<file path="src/rtl/lsu_stage.sv">
// lsu_stage: load/store unit placed directly after the ALU.
//
// Runs one access per instruction on a 64-bit doubleword bus with a
// req/ready handshake. While the access is outstanding it stalls the core,
// and it returns the sign- or zero-extended load result to writeback.
//
// Parameters:
//   TIMEOUT  maximum BUS-state cycles to wait for mem_ready (0 = wait forever)
//
// Optional build macro:
//   LSU_MISALIGN_TRAP_EN  when defined, a misaligned access faults in IDLE and
//                         never reaches the bus. When undefined, addr[2:0] is
//                         rounded down to the access size.
//
// Ports:
//   clk, rst_n        core clock, asynchronous active-low reset
//   req_*             instruction side (valid, we, funct3, addr, wdata)
//   stall             hold PC and pipeline inputs
//   resp_valid/rdata  completion pulse and extended load data
//   fault             access rejected or timed out
//   mem_*             doubleword bus (req, we, addr, be, wdata, ready, rdata)
//
// state | meaning
// ------+------------------------------------------------------------
// IDLE  | waiting for req_valid; illegal requests are rejected here
// BUS   | mem_req held with stable bus outputs until mem_ready/timeout
// DONE  | one-cycle response; req_valid here is the finished instruction
module lsu_stage #(
    parameter int TIMEOUT = 255
) (
    input  logic        clk,
    input  logic        rst_n,
    input  logic        req_valid,
    input  logic        req_we,
    input  logic [2:0]  req_funct3,
    input  logic [63:0] req_addr,
    input  logic [63:0] req_wdata,
    output logic        stall,
    output logic        resp_valid,
    output logic [63:0] resp_rdata,
    output logic        fault,
    output logic        mem_req,
    output logic        mem_we,
    output logic [63:0] mem_addr,
    output logic [7:0]  mem_be,
    output logic [63:0] mem_wdata,
    input  logic        mem_ready,
    input  logic [63:0] mem_rdata
);

    typedef enum logic [1:0] {IDLE = 2'd0, BUS = 2'd1, DONE = 2'd2} state_t;

    localparam logic [15:0] CNT_LOAD = (TIMEOUT > 0) ? 16'(TIMEOUT - 1) : 16'd0;

    state_t      state;
    logic [15:0] cnt;
    logic        we_q;
    logic [2:0]  f3_q;
    logic [2:0]  off_q;
    logic [60:0] dw_q;
    logic [7:0]  be_q;
    logic [63:0] wdata_q;
    logic [63:0] rdata_q;
    logic        fault_q;

    logic [2:0]  lo_mask;
    logic [7:0]  size_be;
    logic [2:0]  req_off;
    logic        illegal;
    logic        reject;
    logic [63:0] shifted;
    logic [63:0] load_ext;

    always_comb begin
        lo_mask = 3'b111;
        size_be = 8'hFF;
        case (req_funct3[1:0])
            2'd0: begin lo_mask = 3'b000; size_be = 8'h01; end
            2'd1: begin lo_mask = 3'b001; size_be = 8'h03; end
            2'd2: begin lo_mask = 3'b011; size_be = 8'h0F; end
            default: begin lo_mask = 3'b111; size_be = 8'hFF; end
        endcase
    end

    // Rounding the offset down only matters when misaligned accesses are let through.
    assign req_off = req_addr[2:0] & ~lo_mask;
    assign illegal = req_we ? req_funct3[2] : (req_funct3 == 3'b111);

`ifdef LSU_MISALIGN_TRAP_EN
    assign reject = illegal | (|(req_addr[2:0] & lo_mask));
`else
    assign reject = illegal;
`endif

    assign shifted = mem_rdata >> {off_q, 3'b000};

    always_comb begin
        load_ext = shifted;
        case (f3_q)
            3'b000: load_ext = {{56{shifted[7]}},  shifted[7:0]};
            3'b001: load_ext = {{48{shifted[15]}}, shifted[15:0]};
            3'b010: load_ext = {{32{shifted[31]}}, shifted[31:0]};
            3'b100: load_ext = {56'd0, shifted[7:0]};
            3'b101: load_ext = {48'd0, shifted[15:0]};
            3'b110: load_ext = {32'd0, shifted[31:0]};
            default: load_ext = shifted;
        endcase
    end

    always_ff @(posedge clk or negedge rst_n) begin
        if (!rst_n) begin
            state   <= IDLE;
            cnt     <= '0;
            we_q    <= 1'b0;
            f3_q    <= '0;
            off_q   <= '0;
            dw_q    <= '0;
            be_q    <= '0;
            wdata_q <= '0;
            rdata_q <= '0;
            fault_q <= 1'b0;
        end else begin
            case (state)
                IDLE: begin
                    if (req_valid && !reject) begin
                        we_q    <= req_we;
                        f3_q    <= req_funct3;
                        off_q   <= req_off;
                        dw_q    <= req_addr[63:3];
                        be_q    <= size_be << req_off;
                        wdata_q <= req_we ? (req_wdata << {req_off, 3'b000}) : 64'd0;
                        rdata_q <= '0;
                        fault_q <= 1'b0;
                        cnt     <= CNT_LOAD;
                        state   <= BUS;
                    end
                end
                BUS: begin
                    if (mem_ready) begin
                        rdata_q <= we_q ? 64'd0 : load_ext;
                        cnt     <= '0;
                        state   <= DONE;
                    end else if (TIMEOUT > 0 && cnt == 16'd0) begin
                        fault_q <= 1'b1;
                        rdata_q <= '0;
                        state   <= DONE;
                    end else begin
                        cnt <= cnt - 16'd1;
                    end
                end
                default: state <= IDLE;
            endcase
        end
    end

    // Bus outputs are forced to zero outside BUS so nothing stale leaks onto the bus.
    always_comb begin
        mem_req    = (state == BUS);
        mem_we     = mem_req & we_q;
        mem_addr   = mem_req ? {dw_q, 3'b000} : 64'd0;
        mem_be     = mem_req ? be_q : 8'd0;
        mem_wdata  = mem_req ? wdata_q : 64'd0;
        stall      = mem_req | ((state == IDLE) & req_valid & ~reject);
        resp_valid = (state == DONE) | ((state == IDLE) & req_valid & reject);
        fault      = ((state == DONE) & fault_q) | ((state == IDLE) & req_valid & reject);
        resp_rdata = (state == DONE) ? rdata_q : 64'd0;
    end

endmodule

</file>
<file path="config.mk">
export PLATFORM = sky130hd
export DESIGN_NAME = lsu_stage
export DESIGN_NICKNAME = d
export VERILOG_FILES = /design/src/rtl/lsu_stage.sv
export SDC_FILE = /design/constraint.sdc
export NUM_CORES = 1
export LEC_CHECK = 0
export CAP_MARGIN = 30
export CORE_MARGIN = 1
export CORE_UTILIZATION = 48
export CTS_CLUSTER_SIZE = 12
export DETAILED_ROUTE_END_ITERATION = 10
export PLACE_DENSITY = 0.84
export SLEW_MARGIN = 10
export SYNTH_ARGS = -nofsm -noshare
export SYNTH_HDL_FRONTEND = slang
export SYNTH_SLANG_ARGS = --single-unit
</file>
<file path="constraint.sdc">
create_clock -name clk -period 3.1 [get_ports clk]
set_input_delay 0.93 -clock clk [delete_from_list [all_inputs] [get_ports clk]]
set_output_delay 0.93 -clock clk [all_outputs]
set_load 0.01 [all_outputs]
</file>
==> results of run 1 <==
==> through the flow <==
step	power (mW)	util, %
floorplan	8.64	-
global placement	11.5	67.1
detailed placement	11.7	67.1
CTS	14.7	70.0
global route	15.8	70.8
finish	14.9	70.8
==> area by class of cell <==
| class | instances | share of cell area [%] |
|---|---|---|
| multi-input cells | 1124 | 36.9 |
| flip-flops and latches | 223 | 29.3 |
| repair buffers | 502 | 26.7 |
| clock buffers | 36 | 3.87 |
| well taps | 341 | 2.24 |
| inverters | 20 | 0.460 |
| clock inverters | 8 | 0.375 |
| repair inverters | 2 | 0.0526 |
| diodes | 1 | 0.0131 |
==> layout by cell type (no fill, tap or decap), types with 10 or more instances in the layout <==
cell / count
nor3_1: 16
mux2i_1: 109
o31ai_1: 10
buf_4: 75
dlymetal6s2s_1: 33
clkdlybuf4s50_1: 283
dlygate4sd2_1: 82
a21oi_1: 39
clkbuf_16: 28
inv_1: 18
mux2_2: 20
nand3_1: 22
a22oi_1: 17
o22ai_1: 21
nor2_1: 83
and2_1: 201
mux4_2: 13
a221o_1: 20
a211oi_1: 14
and3_1: 15
dfrtp_1: 221
a22o_1: 25
buf_12: 20
nand2_1: 320
o21ai_0: 63
==> worst paths after layout <==
path / end / cells after the start / slack, ns / startpoint
worst max-delay path: resp_rdata[26] / 7 / 0.06 / state[1]$_DFFE_PN0P_
worst min-delay path: wdata_q[38]$_DFFE_PN0P_ / 1 / 0.35 / rst_n
worst max register to register: cnt[8]$_DFFE_PN0P_ / 6 / 0.51 / cnt[11]$_DFFE_PN0P_
worst min register to register: dw_q[7]$_DFFE_PN0P_ / 2 / 0.47 / dw_q[7]$_DFFE_PN0P_
max in group asynchronous: wdata_q[48]$_DFFE_PN0P_ / 2 / 1.89 / rst_n
min in group clk: dw_q[7]$_DFFE_PN0P_ / 2 / 0.47 / dw_q[7]$_DFFE_PN0P_
==> flip-flops by register name, indices dropped and copies added, names as in the netlist <==
name     cells
be_q         8
cnt         16
dw_q        61
f3_q         3
fault_q      1
off_q        3
rdata_q     64
state        2
wdata_q     64
we_q         1
==> timing repair <==
| action | in CTS | in global routing |
|---|---|---|
| pin swaps | 3 | 4 |
| setup endpoints to repair | 197 | 109 |
| hold endpoints to repair | 0 | 0 |
| resized for setup | 94 | 40 |
| cloned | 1 | 5 |
| setup buffers | 2 | 5 |
==> kinds of logic after synthesis <==
group / share of synthesized area (%)
fa+ha+maj: 0.190
flops: 42.5
buf+inv: 4.56
simple gates: 26.2
mux: 12.3
compound gates: 14.2
other cells: 0.0285
==> metal layers <==
layer	vias up	wire, µm
met5	-	29
met4	4	2790
met3	167	4520
met2	772	24100
met1	6351	18500
li1	5952	-
==> power by group <==
part	internal, mW	switching (mW)	total [mW]
clock network	1.73	1.22	2.95
logic	3.29	3.84	7.13
registers	4.09	0.762	4.85
==> impl_metrics.yaml, run 1 <==
sta:
  rsz0062_at_grt: "false"
  finClkSkew_ns: 0.0133
  setup_tns_ns: 0
  drv_slew: 0
  slew_headroom_pct: 50.7
  layout_min_cycle_time_ns: 3.04
  setup_ws_ns: 0.0618
  setup_viol_count_final: 0
  timing.fmax_mhz: 329
  final_hold_viol_count: 0
  fin_crit_sh_pct: 98.0
  whs_ns: 0.354
  tightestPinTransition_ns: 0.718
worst_setup_path:
  cpLargestDelayFamily: "buffers and inverters"
  cp-start-kind: "register"
  worst_path_most_repeated_cell: "buf_4"
  slowest_stage: "dfrtp_1"
  worst_path_largest_cell_delay_ns: 0.37
  path_class: "reg2out"
  path_cells: "inv_2, buf_4, nor2_4, buf_4, clkbuf_16, and2_1, dlygate4sd2_1"
  crit_buf_inv: 5
  crit_required_ns: 2.17
  cp-end-kind: "output port"
  critical_path_arrival_ns: 2.11
  worstPathMaxFanout: 16
die:
  fp.dieH_um: 167
  core_area_um2: 26900
  dieArea_um2: 28000
  die_x_um: 167
  num_io_pins: 405
  initial_core_util_pct: 48.9
  placementRows: 60
yosys:
  yosysTopAreaCellShare_pct: 42.5
  ys_async_sr_fraction_pct: 100
  synth.distinct_cells: 69
  netlist_top_cells_count: "322 x nand2_1, 223 x dfrtp_1, 202 x and2_1"
  syn_area_per_cell_um2: 8.86
  yosys_warnings: 0
  yosys.cell_count.top_type: "nand2_1"
  synth_edf_count: 0
  synth_top_cell_by_area: "dfrtp_1"
  ys_ff_latch: 223
  synthCells: 1484
  synth_flop_cell: "dfrtp_1"
  ys_top_cells_by_area: "dfrtp_1 42%, and2_1 9.6%, nand2_1 9.2%"
  synth-seq-area-share_pct: 42.5
  synth.cell_area_um2: 13100
pwr:
  ir_worst_vdd_mv: 0.469
  leakage_nw: 9.46
  cellPowerDensity_nw_per_um2: 784
grt:
  grt_pass1_wl_um: 75400
  busiest_layer: "met2"
  grt.overflow.total: 0
  grt_start_max_net_pins: 75
  first_global_vias: 13310
  grt_util_met1_pct: 41.0
  use_met2_pct: 58.6
  track_usage_pct: 34.5
  antenna_found_initial: 4
  met3_usage_pct: 7.78
placed_design:
  routabilityCongestion: 0.973
  place_area_um2: 18000
  dp_cells: 2199
  dpl.hpwl_um: 36100
  numPortBuffers: 401
  dp_slack_ns: -0.329
clocking:
  cts.root.buffer_cell: "clkbuf_16"
  cts.sinks: 223
  h-tree-depth: 1
  hold_buffers: 0
  cts.clk_slew.worst_paths_ns: 0.06
  clk_path_buf_depth: 3
  cts_tree: "done"
  clock_latency_ns: 0.52
  cts_made_buffers: 25
detailed_routing:
  vias: 13246
  detail_route.wl_per_cell_um: 22.1
  viasPerCell: 5.87
  drt-pass1-iter-count: 7
  postRouteAntennaNets: 0
  routed_wl_um: 49900
  drtIter0Drc: 1499
  post-route-drc-count: 0
cells_and_area:
  drive_gt1_share_pct: 10.8
  fillers: 2036
  syn_to_final_growth_pct: 44.8
  register_area_um2: 5580
  nNetsFinal: 2100
  multiInputGateArea_um2: 7030
  stdcell_area_um2: 19000
  instances_no_fill: 2257
job:
  drv_cap: 0
run_status:
  status: "finished, final reports clean"
min_path:
  hold_path_class: "in2async"
(Power assumes the default switching activity.)
==> run 2: changes to the inputs <==
- CORE_MARGIN: 1 -> 3
==> impl_metrics.yaml, run 2 (synthesis gave the netlist of run 1 again) <==
grt:
  use_met2_pct: 56.4
  grt_pass1_wl_um: 75600
  met3_usage_pct: 7.88
  antenna_found_initial: 5
  first_global_vias: 13452
  grt.overflow.total: 0
  grt_util_met1_pct: 39.6
  track_usage_pct: 32.9
  busiest_layer: "met2"
  grt_start_max_net_pins: 85
detailed_routing:
  post-route-drc-count: 0
  postRouteAntennaNets: 0
  drtIter0Drc: 1273
  drt-pass1-iter-count: 8
  routed_wl_um: 50300
  viasPerCell: 5.84
  detail_route.wl_per_cell_um: 22.2
  vias: 13213
sta:
  final_hold_viol_count: 0
  layout_min_cycle_time_ns: 3.07
  tightestPinTransition_ns: 0.803
  setup_viol_count_final: 0
  slew_headroom_pct: 46.2
  rsz0062_at_grt: "true"
  drv_slew: 0
  fin_crit_sh_pct: 99.1
  timing.fmax_mhz: 325
  finClkSkew_ns: 0.0175
  setup_tns_ns: 0
  whs_ns: 0.421
clocking:
  cts_made_buffers: 26
  cts.clk_slew.worst_paths_ns: 0.06
  h-tree-depth: 1
  hold_buffers: 0
  cts.root.buffer_cell: "clkbuf_16"
  clock_latency_ns: 0.54
  clk_path_buf_depth: 3
  cts.sinks: 223
  cts_tree: "done"
worst_setup_path:
  cpLargestDelayFamily: "buffers and inverters"
  rrSetupSlack_ns: 0.43
  r2r-start: "cnt[0]$_DFFE_PN0P_"
  cp-start-kind: "register"
  cp-end-kind: "output port"
  worstPathMaxFanout: 64
  crit_required_ns: 2.17
  path_class: "reg2out"
  crit_buf_inv: 3
  worst_path_largest_cell_delay_ns: 0.56
  r2r_cells: 8
  timing.rr.end: "cnt[9]$_DFFE_PN0P_"
  slowest_stage: "clkdlybuf4s50_1"
  critical_path_arrival_ns: 2.14
  path_cells: "inv_2, nor2_2, buf_12, and2_1, clkdlybuf4s50_1"
die:
  core_area_um2: 26500
  placementRows: 59
  fp.dieH_um: 171
  dieArea_um2: 29400
  num_io_pins: 405
  die_x_um: 171
  initial_core_util_pct: 49.6
pwr:
  ir_worst_vdd_mv: 0.504
  design_power_total_mw: 14.9
  leakage_nw: 9.23
  cellPowerDensity_nw_per_um2: 786
cells_and_area:
  multiInputGateArea_um2: 7020
  fillers: 2051
  nNetsFinal: 2107
  register_area_um2: 5580
  syn_to_final_growth_pct: 44.4
  drive_gt1_share_pct: 11.2
  stdcell_area_um2: 19000
  final_cell_mix: "322 x nand2_1, 262 x clkdlybuf4s50_1, 220 x dfrtp_1, 201 x and2_1, 126 x dlygate4sd2_1"
  final_common_cell: "nand2_1"
  largestRegisters: "rdata_q: 64 flops, wdata_q: 64 flops, dw_q: 61 flops"
min_path:
  hold_path_class: "in2async"
placed_design:
  routabilityCongestion: 0.950
  place_area_um2: 18100
  dpl.hpwl_um: 36100
  numPortBuffers: 401
job:
  drv_cap: 0
run_status:
  status: "finished, final reports clean"
## run 2: power by group
group	switching (mW)	internal, mW
clock network	1.27	1.79
logic	3.85	3.15
registers	0.751	4.09
total	5.88	9.04
## run 2: timing repair
item                                    CTS  global route
setup buffers                             4             3
endpoints found under the setup margin  201            55
gates cloned                              3             0
gates resized for setup                 144            11
pin swaps                                 1             1
## run 2: layout make-up
| type | count | area share [%] |
|---|---|---|
| Clock buffer | 36 | 3.78 |
| Multi-Input combinational cell | 1124 | 37.0 |
| Sequential cell | 223 | 29.4 |
| Clock inverter | 12 | 0.659 |
| Inverter | 20 | 0.422 |
| Timing Repair Buffer | 510 | 26.5 |
| Antenna cell | 3 | 0.0396 |
| Tap cell | 335 | 2.21 |
## run 2: worst max-delay path by stage
| stage | start | end | depth (start not counted) |
|---|---|---|---|
| after floorplan | req_funct3[0] | stall | 5 |
| after global placement | req_funct3[0] | fault | 7 |
| after global routing | req_funct3[0] | fault | 7 |
| after CTS | state[1]$_DFFE_PN0P_ | mem_be[6] | 8 |
| final | state[1]$_DFFE_PN0P_ | resp_rdata[16] | 5 |
| after detailed placement | req_funct3[0] | fault | 7 |
## run 2: worst reg2reg max path, stage by stage, from the launching register on
cell      delay (ns)
dfrtp_1         0.41
inv_1           0.14
ha_1            0.17
nor4b_1         0.37
nand4_1         0.40
o311ai_4        0.55
buf_4           0.24
nor4_1          0.08
mux2i_1         0.16
## run 2: stage by stage
stage | setup WS (ns) | util [%] | instances
after floorplan | 0.329 | - | 1486
after global placement | -0.470 | 68.3 | 2202
after detailed placement | -0.513 | 68.3 | 2202
after CTS | 0.00135 | 71.4 | 2257
after global routing | -0.0702 | 71.6 | 2263
final | 0.0269 | 71.6 | 2263
## run 2: per-layer routing
| layer | share of wire (%) | up-vias |
|---|---|---|
| met2 | 48 | 768 |
| li1 | - | 5964 |
| met3 | 9.6 | 166 |
| met1 | 37 | 6311 |
| met4 | 5.1 | 4 |
| met5 | 0.050 | - |
==> run 3: changes to the inputs <==
- CELL_PAD_IN_SITES_DETAIL_PLACEMENT: not set -> 1
- CELL_PAD_IN_SITES_GLOBAL_PLACEMENT: not set -> 2
- CORE_UTILIZATION: 48 -> 28
==> impl_metrics.yaml, run 3 (synthesis gave the netlist of run 1 again) <==
min_path:
  hold_path_class: "in2async"
clocking:
  clk_path_buf_depth: 3
  cts.root.buffer_cell: "clkbuf_16"
  clock_latency_ns: 0.56
  h-tree-depth: 1
  cts_tree: "done"
  cts.sinks: 223
  cts.clk_slew.worst_paths_ns: 0.06
  cts_made_buffers: 28
die:
  placementRows: 78
  die_x_um: 223
  initial_core_util_pct: 28.7
  core_area_um2: 45900
  fp.dieH_um: 223
  num_io_pins: 405
  dieArea_um2: 49600
sta:
  drv_slew: 0
  fin_crit_sh_pct: 98.3
  finClkSkew_ns: 0.0161
  setup_viol_count_final: 0
  tightestPinTransition_ns: 0.741
  whs_ns: 0.302
  setup_ws_ns: 0.0515
  slew_headroom_pct: 50.4
  final_hold_viol_count: 0
  layout_min_cycle_time_ns: 3.05
  timing.fmax_mhz: 328
  rsz0062_at_grt: "false"
worst_setup_path:
  critical_path_arrival_ns: 2.12
  slowest_stage: "a221o_1"
  cp-end-kind: "output port"
  crit_required_ns: 2.17
  worst_path_largest_cell_delay_ns: 0.37
  path_class: "in2out"
  worstPathMaxFanout: 3
  cp-start-kind: "input port"
  worst_path_most_repeated_cell: "dlygate4sd2_1"
  path_cells: "dlygate4sd2_1, nand2_1, a221o_1, nand2_2, inv_1, dlygate4sd2_1"
grt:
  grt_start_max_net_pins: 69
  track_usage_pct: 22.1
  first_global_vias: 13914
  grt_pass1_wl_um: 86300
  antenna_found_initial: 7
  grt.overflow.total: 0
detailed_routing:
  post-route-drc-count: 0
  postRouteAntennaNets: 0
  viasPerCell: 5.12
  vias: 12916
  drtIter0Drc: 767
  drt-pass1-iter-count: 5
  routed_wl_um: 56400
  detail_route.wl_per_cell_um: 22.4
job:
  drv_cap: 0
cells_and_area:
  fillers: 5299
  instances_no_fill: 2522
  final_core_util_pct: 42.5
  nNetsFinal: 2102
  drive_gt1_share_pct: 11.0
  syn_to_final_growth_pct: 48.2
  final_cell_mix: "321 x nand2_1, 219 x dfrtp_1, 199 x and2_1, 194 x clkdlybuf4s50_1, 175 x dlygate4sd2_1"
  final_common_cell: "nand2_1"
  largestRegisters: "rdata_q: 64 flops, wdata_q: 64 flops, dw_q: 61 flops"
placed_design:
  dp_slack_ns: -0.471
  routabilityCongestion: 0.871
  numPortBuffers: 401
  dpl.hpwl_um: 41800
  dp_cells: 2462
pwr:
  ir_worst_vdd_mv: 0.384
  leakage_nw: 9.90
  cellPowerDensity_nw_per_um2: 794
run_status:
  status: "finished, final reports clean"
run 3: changes by cell type in the layout (fill, tap and decap cells not counted), sizes merged, moves of 2 or more:
cell,previous run,this run
clkdlybuf4s50,262,194
clkdlybuf4s15,4,0
bufinv,2,4
clkbuf,36,42
diode,3,1
buf,110,102
dlymetal6s2s,8,30
bufbuf,0,2
dlygate4sd2,126,175
clkinv,10,5
run 3: cell type report:
type	instances	area [µm²]	share of cell area [%]
antenna	1	2.50	0.0128
clock buffer	42	833	4.28
clock inverter	9	159	0.816
inverter	20	80.1	0.411
multi-input combinational	1124	7030	36.1
sequential	223	5590	28.7
tap	600	751	3.85
timing repair buffer	503	5030	25.8
run 3: stage by stage:
step,area [µm²],setup TNS (ns),total power [mW]
final,19500,0,15.5
after detailed placement,18400,-4.55,12.1
after CTS,19400,0,15.7
after global routing,19500,0,16.5
after global placement,18400,-2.72,11.8
after floorplan,13200,0,8.64
run 3: timing repair:
| action | 4_1_cts | 5_1_grt |
|---|---|---|
| pin swaps | 3 | 1 |
| hold buffers | 0 | 0 |
| cloned | 4 | 0 |
| resized for setup | 189 | 31 |
| setup endpoints to repair | 200 | 31 |
| buffers inserted | 4 | 0 |
run 3: per-layer routing:
layer | global-route usage, % | share of wire, % | wire, µm | vias up
li1 | - | - | - | 5948
met2 | 37.3 | 47 | 26600 | 476
met3 | 6.09 | 7.7 | 4320 | 83
met5 | 0 | 0.17 | 96 | -
met4 | 5.87 | 2.6 | 1490 | 12
met1 | 27.9 | 42 | 23900 | 6397
run 3: final timing paths:
check | startpoint | endpoint | slack [ns] | depth (start not counted)
worst max-delay path | req_funct3[0] | stall | 0.05 | 6
worst min-delay path | rst_n | rdata_q[0]$_DFFE_PN0P_ | 0.30 | 1
worst max register to register | cnt[0]$_DFFE_PN0P_ | cnt[9]$_DFFE_PN0P_ | 0.54 | 8
worst min register to register | dw_q[16]$_DFFE_PN0P_ | dw_q[16]$_DFFE_PN0P_ | 0.46 | 2
max in group asynchronous | rst_n | dw_q[33]$_DFFE_PN0P_ | 2.07 | 2
min in group clk | dw_q[16]$_DFFE_PN0P_ | dw_q[16]$_DFFE_PN0P_ | 0.46 | 2
run 3: critical path: cells and delay by family:
family / cells / cell delay, ns
buf+inv: 3 / 0.63
compound gates: 1 / 0.37
simple gates: 2 / 0.19
run 3: report_power, final:
| group | switching (mW) | total (mW) | internal [mW] |
|---|---|---|---|
| registers | 0.781 | 4.87 | 4.09 |
| logic | 3.88 | 7.05 | 3.17 |
| clock network | 1.35 | 3.53 | 2.18 |
| total | 6.01 | 15.5 | 9.45 |
==> RTL change: new RTL, flow settings as in run 2 <==
Register the output `fault`, without a reset; this adds one clock of latency there. The other outputs are not delayed to match.
--- a/src/rtl/lsu_stage.sv
+++ b/src/rtl/lsu_stage.sv
@@ -51,6 +51,8 @@
     typedef enum logic [1:0] {IDLE = 2'd0, BUS = 2'd1, DONE = 2'd2} state_t;
 
     localparam logic [15:0] CNT_LOAD = (TIMEOUT > 0) ? 16'(TIMEOUT - 1) : 16'd0;
+
+    logic fault_d;
 
     state_t      state;
     logic [15:0] cnt;
@@ -162,8 +164,12 @@
         mem_wdata  = mem_req ? wdata_q : 64'd0;
         stall      = mem_req | ((state == IDLE) & req_valid & ~reject);
         resp_valid = (state == DONE) | ((state == IDLE) & req_valid & reject);
-        fault      = ((state == DONE) & fault_q) | ((state == IDLE) & req_valid & reject);
+        fault_d    = ((state == DONE) & fault_q) | ((state == IDLE) & req_valid & reject);
         resp_rdata = (state == DONE) ? rdata_q : 64'd0;
+    end
+
+    always_ff @(posedge clk) begin
+        fault <= fault_d;
     end
 
 endmodule
Behaviour: not the same (Yosys sat finds a counterexample within 4 cycles, from zero or initial values and one cycle with rst_n low).
==> RTL change against run 2 <==
Sequential cell count rose by 1; global-route usage rose by 0.36 points; total power rose by 0.84%; worst setup slack improved by 17 ps; routed wire length rose by 1.1%; sequential share of layout area fell by 0.38 points; sequential power rose by 1%; synthesized area rose by 0.15%; critical path depth rose by 1; cell area rose by 1.7%; hold slack got worse by 140 ps; non-clock buffer count rose by 9; via count rose by 0.82%; largest cell class unchanged; largest power group unchanged; highest routed layer unchanged.
==> RTL change: results (changes against run 2) <==
Outcome
  – Status: complete, no violations

Critical path
  – Critical Path AT: roughly 2100 ps
  – Family with the most delay on the worst path: buffers and inverters
  – R2R Path Start: cnt[1]
  – Crit path max fanout: 20 (-69%)
  – R2R depth: 8 (unchanged)
  – Capture point of the critical path: mem_we
  – Critical path launch point: state[1]
  – FF-to-FF End: cnt[9]
  – Reg2Reg Setup Slack: 530 ps (+100 ps)

Layout
  – Clock buffers: 39 (+8.3%)
  – Final net count: 2,116 (+0.43%)
  – Signal buffers: 519 (+1.8%)
  – Non-Clock Buffer Area Fraction: 27.4% (+0.89 points)
  – Seq/total area: 29.0% (-0.38 points)
  – Multi-input logic area: 7030 um^2 (+0.16%)
  – Ratio of cells with drive above 1 in the final layout: 11.6% (+0.43 points)
  – Layout fillers: 2,008 (-2.1%)
  – Clk cell area share: 4.51% (+0.069 points)
  – Multi-input gates: 1,124 (unchanged)
  – Layout area overhead: 46.6%
  – Top flop regs: rdata_q (64), wdata_q (64), dw_q (61)
  – N_diodes: 0 (-3)

Synth
  – Post-synthesis sequential area ratio: 42.5% (+0.088 points)
  – Synth Flop Type: dfrtp_1
  – Yosys reg bits: 224 (+0.45%)
  – Fraction of registers with async set/reset: 99.6% (-0.45 points)
  – Synth top cells by count: 322 x nand2_1, 223 x dfrtp_1, 202 x and2_1, 109 x mux2i_1, 85 x nor2_1
  – Dominant cells by area after synthesis: dfrtp_1 42%, and2_1 9.6%, nand2_1 9.2%
  – Post-synthesis cell type count: 70 (+1.4%)

Global routing
  – Vias in the first global route: 13,200 (-1.5%)
  – First-pass GRT wire length: 75,800 um (+0.24%)
  – Largest net degree at the start of global routing: 63 (-26%)
  – Initial antenna violation count: 6 (+1)
  – GR Util All Layers: 33.2% (+0.36 points)

Pwr
  – Overall power: 0.0150 W (+0.84%)
  – Leak Pwr: 10.5 nW (+14%)
  – Clock group total power: 0.00314 W (+3%)
  – Share of total power in combinational logic: 46.6% (-0.4 points)
  – Net Sw Power: 0.00581 W (-1.2%)
  – Peak supply drop: 546 uV (+8.3%)

Placement
  – Gpl congestion: 0.990 (+4.2%)
  – Hpwl dp: 37,000 um (+2.5%)
  – Placed cell area: 18,100 um^2 (+0.28%)

Die
  – Tapcell count: 335 (unchanged)

Routing
  – Uppermost routed layer: met5
  – Wire length per cell: 22.4 um (+0.98%)
  – DR vias: 13,300 (+0.82%)
  – Starting DRC count in detailed routing: 1,265 (-0.63%)
  – Metal1 wirelength: 18,900 um (+1.2%)
  – Metal3 WL: 5360 um (+11%)
  – Metal2 WL: 23,900 um (-1.3%)
  – Drt pass-1 iters: 6 (-2)

Min path
  – Worst hold path class: in2async

Timing
  – Clk_skew: 12.6 ps (-4.95 ps)
  – Worst-Margin Slew: 904 ps (+101 ps)

Clock network
  – Num CTS Buffers: 25 (-3.8%)
  – Post_cts resized: 128 (-11%)
  – Buffer count from post-CTS setup fixing: 6 (+2)
  – CTS clk-pin slew, worst paths: 60 ps (about the same)
RTL change: changes by cell type in the layout (fill, tap and decap cells not counted), moves of 4 or more:
cell and delta:
buf_4 +10, clkbuf_8 +7, clkdlybuf4s15_2 -4, clkdlybuf4s50_1 -57
clkinv_2 -7, dlygate4sd2_1 -13, dlymetal6s2s_1 +71
RTL change: logic make-up after synthesis:
family	count (synthesis)	synth area share (%)
AOI/OAI and AO/OA	266	14.2
DFF	224	42.5
and+or+nand+nor	710	26.2
other	1	0.0285
muxes	143	12.3
buffers and inverters	139	4.55
adders and majority gates	2	0.190
RTL change: layer usage:
layer / vias up / track usage [%]
li1: 5969 / -
met1: 6437 / 39.7
met2: 745 / 55.4
met3: 162 / 10.1
met4: 8 / 15.0
met5: - / 0
RTL change: through the flow:
stage	instances	hold slack [ps]	worst slack, ps
after floorplan	1487	430	329
after global placement	2210	449	-351
after detailed placement	2210	454	-390
after CTS	2264	284	-121
after global routing	2266	305	0.300
final	2266	276	43.7
